File: src/rtl/sram_bit_arb.sv
// Two-requester arbiter in front of a single-port bit-masked SRAM, with a full-array clear sequencer.
// Transfers register onto the SRAM pins one cycle after grant; read data and rvalid follow two edges after the grant edge.
module sram_bit_arb #(
  parameter int DW = 140,
  parameter int DD = 1024,
  parameter int AW = 10
) (
  input  logic          clk,
  input  logic          n_reset,
  input  logic          clr_start,
  output logic          init_done,
  input  logic          a_req,
  input  logic          a_we,
  input  logic [AW-1:0] a_addr,
  input  logic [DW-1:0] a_mask,
  input  logic [DW-1:0] a_wdata,
  output logic          a_gnt,
  output logic          a_rvalid,
  input  logic          b_req,
  input  logic          b_we,
  input  logic [AW-1:0] b_addr,
  input  logic [DW-1:0] b_mask,
  input  logic [DW-1:0] b_wdata,
  output logic          b_gnt,
  output logic          b_rvalid,
  output logic [DW-1:0] rdata,
  output logic          sram_n_cs,
  output logic          sram_n_we,
  output logic          sram_n_oe,
  output logic [DW-1:0] sram_mask,
  output logic [DW-1:0] sram_din,
  output logic [AW-1:0] sram_ad,
  input  logic [DW-1:0] sram_dout
);

  typedef enum logic {INIT, RUN} state_t;

  localparam logic [AW-1:0] LAST_AD = AW'(DD - 1);

  state_t        state, state_nxt;
  logic [AW-1:0] cnt, cnt_nxt;
  logic          last_b;
  logic          run, xfer;
  logic          sel_we;
  logic [AW-1:0] sel_addr;
  logic [DW-1:0] sel_mask, sel_wdata;

  logic          n_cs_nxt, n_we_nxt, n_oe_nxt;
  logic [DW-1:0] mask_nxt, din_nxt;
  logic [AW-1:0] ad_nxt;

  // Read pipeline: stage1 = command on pins, stage2 = SRAM output valid, stage3 = rdata valid
  logic rv1, rv2, rv3;
  logic who1, who2, who3;

  assign run       = (state == RUN);
  assign init_done = run;

  // On a tie, last_b set means B won last, so A wins now
  assign a_gnt = run & a_req & (~b_req | last_b);
  assign b_gnt = run & b_req & (~a_req | ~last_b);
  assign xfer  = a_gnt | b_gnt;

  assign sel_we    = b_gnt ? b_we    : a_we;
  assign sel_addr  = b_gnt ? b_addr  : a_addr;
  assign sel_mask  = b_gnt ? b_mask  : a_mask;
  assign sel_wdata = b_gnt ? b_wdata : a_wdata;

  always_comb begin
    state_nxt = state;
    cnt_nxt   = cnt;
    case (state)
      INIT: begin
        if (cnt == LAST_AD) state_nxt = RUN;
        else                cnt_nxt   = cnt + AW'(1);
      end
      RUN: begin
        if (clr_start) begin
          state_nxt = INIT;
          cnt_nxt   = '0;
        end
      end
      default: state_nxt = INIT;
    endcase
  end

  always_comb begin
    n_cs_nxt = 1'b1;
    n_we_nxt = 1'b1;
    n_oe_nxt = 1'b1;
    mask_nxt = '1;
    ad_nxt   = sram_ad;
    din_nxt  = sram_din;
    if (state == INIT) begin
      n_cs_nxt = 1'b0;
      n_we_nxt = 1'b0;
      mask_nxt = '0;
      ad_nxt   = cnt;
      din_nxt  = '0;
    end else if (xfer) begin
      n_cs_nxt = 1'b0;
      n_we_nxt = ~sel_we;
      n_oe_nxt = sel_we;
      mask_nxt = sel_mask;
      ad_nxt   = sel_addr;
      din_nxt  = sel_wdata;
    end
  end

  always_ff @(posedge clk or negedge n_reset) begin
    if (!n_reset) begin
      state  <= INIT;
      cnt    <= '0;
      last_b <= 1'b1;
    end else begin
      state <= state_nxt;
      cnt   <= cnt_nxt;
      if (xfer) last_b <= b_gnt;
    end
  end

  always_ff @(posedge clk or negedge n_reset) begin
    if (!n_reset) begin
      sram_n_cs <= 1'b1;
      sram_n_we <= 1'b1;
      sram_n_oe <= 1'b1;
      sram_mask <= '1;
      sram_ad   <= '0;
      sram_din  <= '0;
    end else begin
      sram_n_cs <= n_cs_nxt;
      sram_n_we <= n_we_nxt;
      sram_n_oe <= n_oe_nxt;
      sram_mask <= mask_nxt;
      sram_ad   <= ad_nxt;
      sram_din  <= din_nxt;
    end
  end

  always_ff @(posedge clk or negedge n_reset) begin
    if (!n_reset) begin
      rv1   <= 1'b0;
      rv2   <= 1'b0;
      rv3   <= 1'b0;
      who1  <= 1'b0;
      who2  <= 1'b0;
      who3  <= 1'b0;
      rdata <= '0;
    end else begin
      rv1  <= xfer & ~sel_we;
      who1 <= b_gnt;
      rv2  <= rv1;
      who2 <= who1;
      rv3  <= rv2;
      who3 <= who2;
      if (rv2) rdata <= sram_dout;
    end
  end

  assign a_rvalid = rv3 & ~who3;
  assign b_rvalid = rv3 & who3;

endmodule

File: config.mk
export PLATFORM = sky130hd
export DESIGN_NAME = sram_bit_arb
export DESIGN_NICKNAME = d
export VERILOG_FILES = /design/src/rtl/sram_bit_arb.sv
export SDC_FILE = /design/constraint.sdc
export NUM_CORES = 1
export LEC_CHECK = 0
export ABC_AREA = 1
export BUFFER_PORTS_ARGS = -buffer_cell sky130_fd_sc_hd__buf_2
export CAP_MARGIN = 10
export CORE_AREA = 10 10 450 452
export CTS_CLUSTER_SIZE = 40
export DETAILED_ROUTE_END_ITERATION = 8
export DIE_AREA = 0 0 460 462
export GPL_TIMING_DRIVEN = 0
export HOLD_SLACK_MARGIN = 0.02
export SYNTH_ARGS = -nofsm -noshare
export SYNTH_HDL_FRONTEND = slang
export SYNTH_SLANG_ARGS = --single-unit
File: constraint.sdc
create_clock -name clk -period 1.9 [get_ports clk]
set_input_delay 0.285 -clock clk [delete_from_list [all_inputs] [get_ports clk]]
set_output_delay 0.285 -clock clk [all_outputs]
set_load 0.005 [all_outputs]
==> metrics.log <==
[metrics] source of the worst hold timing path: b_we
[metrics] violated checks: setup timing
[metrics] clock sink count: 451
[metrics] fraction of layout cells with a size suffix above 1: 44.32%
[metrics] Avg Synthesized Cell Area: 10.06 µm²
[metrics] run status: finished with violations
[metrics] clk_skew: 0.02342 ns
[metrics] area overhead of the layout relative to synthesis: 101.1%
[metrics] proportion of synthesized chip area in sequential cells: 60.72%
[metrics] endpoint arrival time on the critical path: 1.85 ns
[metrics] final worst slack: -0.2352 ns
[metrics] horizontal extent of the die: 460 µm
[metrics] via count of the first global-routing pass: 25080
[metrics] final cell count without fillers: 6471
[metrics] Worst Path Class, Setup: register to output pin
[metrics] crit path max fanout: 4
[metrics] Hold Crit Endpoint: sram_n_we$_DFF_PN1_
[metrics] Cell Int Power: 17.58 mW
[metrics] initial core utilization: 9.744%
[metrics] relative contribution of combinational cells to total power: 10.6%
[metrics] element type at the critical path start: register
[metrics] reg-to-reg critical path startpoint: last_b$_DFFE_PN1P_
[metrics] cell at the root of the clock tree: sky130_fd_sc_hd__clkbuf_16
[metrics] number of flip-flops and latches in the synthesized netlist: 451
[metrics] end-of-flow core utilization: 19.60%
[metrics] path category of the worst min-delay check: primary input to register
[metrics] first-pass GRT wire length: 228800 µm
[metrics] input/output buffers: 1164
[metrics] HPWL after detailed placement: 149600 µm
[metrics] routed len/inst: 27.59 µm
[metrics] Power Density: 619.0 nW/µm²
[metrics] post-layout net count: 4573
[metrics] number of slew-limit violations in the final report: 0
[metrics] switching part of the total power: 25.21%
[metrics] worst slack at placement: -1.347 ns
[metrics] Tmin final: 2.135 ns
[metrics] Max transition margin: 55.92%
[metrics] fill cell instance count of the final layout: 21300
[metrics] gate count of the mapped netlist: 1877
[metrics] unrepaired setup endpoints after global routing: true
[metrics] drc violations: 0
[metrics] maximum number of pins on one net before global-route repair: 113
[metrics] global placer's final weighted congestion: 0.9622
[metrics] CTS tree: built
[metrics] sequential share of power: 40.9%
[metrics] clock-pin slew on the worst setup and hold paths: 0.06 ns
[metrics] period utilisation layout: 112.4%
[metrics] number of clock buffers inserted by TritonCTS: 60
[metrics] antenna violations before repair: 82
[metrics] Total Routed Length: 178500 µm
[metrics] die boundary height: 462 µm
[metrics] warning count from the yosys run: 0
[metrics] number of placed instances with taps included: 5587
[metrics] leakage component of the power: 18.85 nW
[metrics] total via count in the routed design: 23890
[metrics] Psw: 5.926 mW
[metrics] drt pass-1 iters: 8
[metrics] maximum buffer depth of the clock tree: 3
[metrics] Netlist cell types: 26
[metrics] Row Count: 162
[metrics] area of the mapped netlist: 18880 µm²
[metrics] maximum resistive drop on vdd: 696.9 µV
[metrics] max-capacitance violation count: 0
[metrics] share of synthesized flip-flops with an asynchronous set or reset: 100.0%
[metrics] maximum frequency from static timing analysis: 0.4683 GHz
[metrics] final hold viol count: 0
[metrics] top-level port count: 1165
[metrics] critical path required time: 1.62 ns
[metrics] critical path capture point type: output pin
[metrics] die area: 212500 µm²
[metrics] top flip-flop cell by instance count after synthesis: sky130_fd_sc_hd__dfrtp_1
[metrics] EDFF count, synth: 0
[metrics] Reg2Reg Capture Point: sram_mask[29]$_DFF_PN1_
[metrics] number of vias per cell after detailed routing: 3.692
[metrics] count of routing violations after the opening detailed-route iteration: 2127
[metrics] clock latency reported for the late side of the worst-skew pair: 0.70 ns
[metrics] count of nets left with antenna violations after detail routing: 0
[metrics] clock network fraction of design power: 48.4%
[metrics] Core Box Area: 193800 µm²
[metrics] hold-critical path depth: 4
[metrics] reg-to-reg slack, setup: -0.21 ns
[metrics] final setup violating endpoints: 44
[metrics] total routing resource utilization after global routing: 15.82%
[metrics] syn_nets: 2605
[metrics] grt ovf: 0
[metrics] cell count of the worst reg-to-reg path: 6
[metrics] H-tree depth: 2
[metrics] actual transition at the worst max-transition pin: 0.6613 ns
-- sequential cells by signal, summed over array words and instances (netlist names) --
signal and flops:
sram_mask 140, last_b 1, sram_n_oe 1, cnt 10
who2 1, sram_n_we 1, rv3 1, rv1 1
rdata 140, rv2 1, init_done 1, sram_din 140
who3 1, sram_ad 10, who1 1, sram_n_cs 1
-- synth_stat cells, types with 2 or more instances --
library cell | count | area, µm²
sky130_fd_sc_hd__nand4_1 | 2 | 12.51
sky130_fd_sc_hd__o211ai_1 | 10 | 75.07
sky130_fd_sc_hd__nor2_1 | 162 | 608.1
sky130_fd_sc_hd__dfrtp_1 | 307 | 7682
sky130_fd_sc_hd__a21oi_1 | 3 | 15.01
sky130_fd_sc_hd__o21ai_1 | 123 | 615.6
sky130_fd_sc_hd__inv_1 | 24 | 90.09
sky130_fd_sc_hd__inv_2 | 3 | 11.26
sky130_fd_sc_hd__nand2_1 | 347 | 1303
sky130_fd_sc_hd__clkbuf_1 | 37 | 138.9
sky130_fd_sc_hd__nand3_1 | 289 | 1446
sky130_fd_sc_hd__buf_2 | 88 | 440.4
sky130_fd_sc_hd__dfstp_2 | 144 | 3784
sky130_fd_sc_hd__buf_1 | 8 | 30.03
sky130_fd_sc_hd__o21ai_0 | 170 | 850.8
sky130_fd_sc_hd__buf_6 | 9 | 101.4
sky130_fd_sc_hd__mux2_2 | 140 | 1577
sky130_fd_sc_hd__buf_4 | 3 | 22.52
-- through the flow --
stage	area (µm²)	setup TNS [ns]	hold WS, ns	total power, mW
floorplan	18880	0	-0.01059	9.800
global placement	27890	-4055.37	0.3397	10.86
detailed placement	28010	-260.87	0.2851	10.91
CTS	37600	-13.06	0.02568	24.07
global route	37950	-12.05	0.04023	24.45
finish	37980	-3.560	0.03392	23.51
-- cell families after synthesis --
logic type	count (synthesis)	synth area share, %
AND/OR/NAND/NOR	804	18.08
AO/OA/AOI/OAI	308	8.329
flip-flops	451	60.72
buffers and inverters	173	4.453
multiplexers	140	8.349
adder cells (fa/ha/maj)	1	0.06625
-- area by class of cell --
class	count	area, µm²	area share, %
Inverter	28	138.9	0.3657
Timing Repair Buffer	1910	13540	35.64
Multi-Input combinational cell	1253	6669	17.56
Sequential cell	451	11470	30.20
Tap cell	2542	3181	8.375
Antenna cell	35	87.58	0.2306
Clock inverter	26	203.9	0.5370
Buffer	141	975.9	2.570
Clock buffer	85	1718	4.523
-- worst max-delay path by stage --
stage,endpoint,start
2_1_floorplan,a_gnt,init_done$_DFF_PN0_
3_5_place_dp,sram_mask[59]$_DFF_PN1_,init_done$_DFF_PN0_
3_3_place_gp,cnt[3]$_DFFE_PN0P_,n_reset
5_1_grt,b_gnt,last_b$_DFFE_PN1P_
4_1_cts,b_gnt,last_b$_DFFE_PN1P_
6_report,b_gnt,last_b$_DFFE_PN1P_
-- what timing repair did --
action / CTS / global route
endpoints found under the hold margin: 523 / 1
endpoints found under the setup margin: 425 / 199
setup buffers: 16 / 2
resized for setup: 134 / 55
pin swaps: 3 / 2
cloned: 0 / 6
hold buffers: 717 / 1
-- critical path, cell delays in order (launching register included) --
cell                      delay, ns
sky130_fd_sc_hd__dfstp_2       0.53
sky130_fd_sc_hd__nand2_2       0.06
sky130_fd_sc_hd__nand3_4       0.11
sky130_fd_sc_hd__inv_8         0.06
sky130_fd_sc_hd__buf_12        0.14
sky130_fd_sc_hd__buf_12        0.13
sky130_fd_sc_hd__buf_6         0.11
-- power by group through the flow --
stage                     registers [mW]  clock network [mW]  logic, mW
after global placement              9.78                   0       1.08
after detailed placement            9.78                   0       1.12
after global routing                9.62                12.2       2.66
after CTS                           9.62                12.0       2.48
final                               9.62                11.4       2.50
after floorplan                     9.79                   0     0.0139
-- metal layers --
layer | share of wire [%] | global-route usage [%] | up-vias
met4 | 4.8 | 6.586 | 30
met3 | 13 | 7.690 | 417
met5 | 0.10 | 0 | -
met2 | 47 | 27.00 | 1682
met1 | 35 | 16.59 | 11420
li1 | - | - | 10350
-- cell usage in the layout (no fill, tap or decap), types with 18 or more instances in the layout --
cell type                       instances
sky130_fd_sc_hd__nor2_1               162
sky130_fd_sc_hd__clkbuf_2              20
sky130_fd_sc_hd__diode_2               35
sky130_fd_sc_hd__dfrtp_1              305
sky130_fd_sc_hd__dlygate4sd3_1        718
sky130_fd_sc_hd__clkbuf_4              18
sky130_fd_sc_hd__nand3_1              277
sky130_fd_sc_hd__clkbuf_16             68
sky130_fd_sc_hd__nand2_1              346
sky130_fd_sc_hd__mux2_2               140
sky130_fd_sc_hd__o21ai_0              154
sky130_fd_sc_hd__dfstp_2              144
sky130_fd_sc_hd__buf_2               1186
sky130_fd_sc_hd__o21ai_1              134
sky130_fd_sc_hd__inv_1                 24
sky130_fd_sc_hd__buf_4                 58
sky130_fd_sc_hd__clkbuf_1              27
Note: power is estimated with default switching activity, not from simulation.
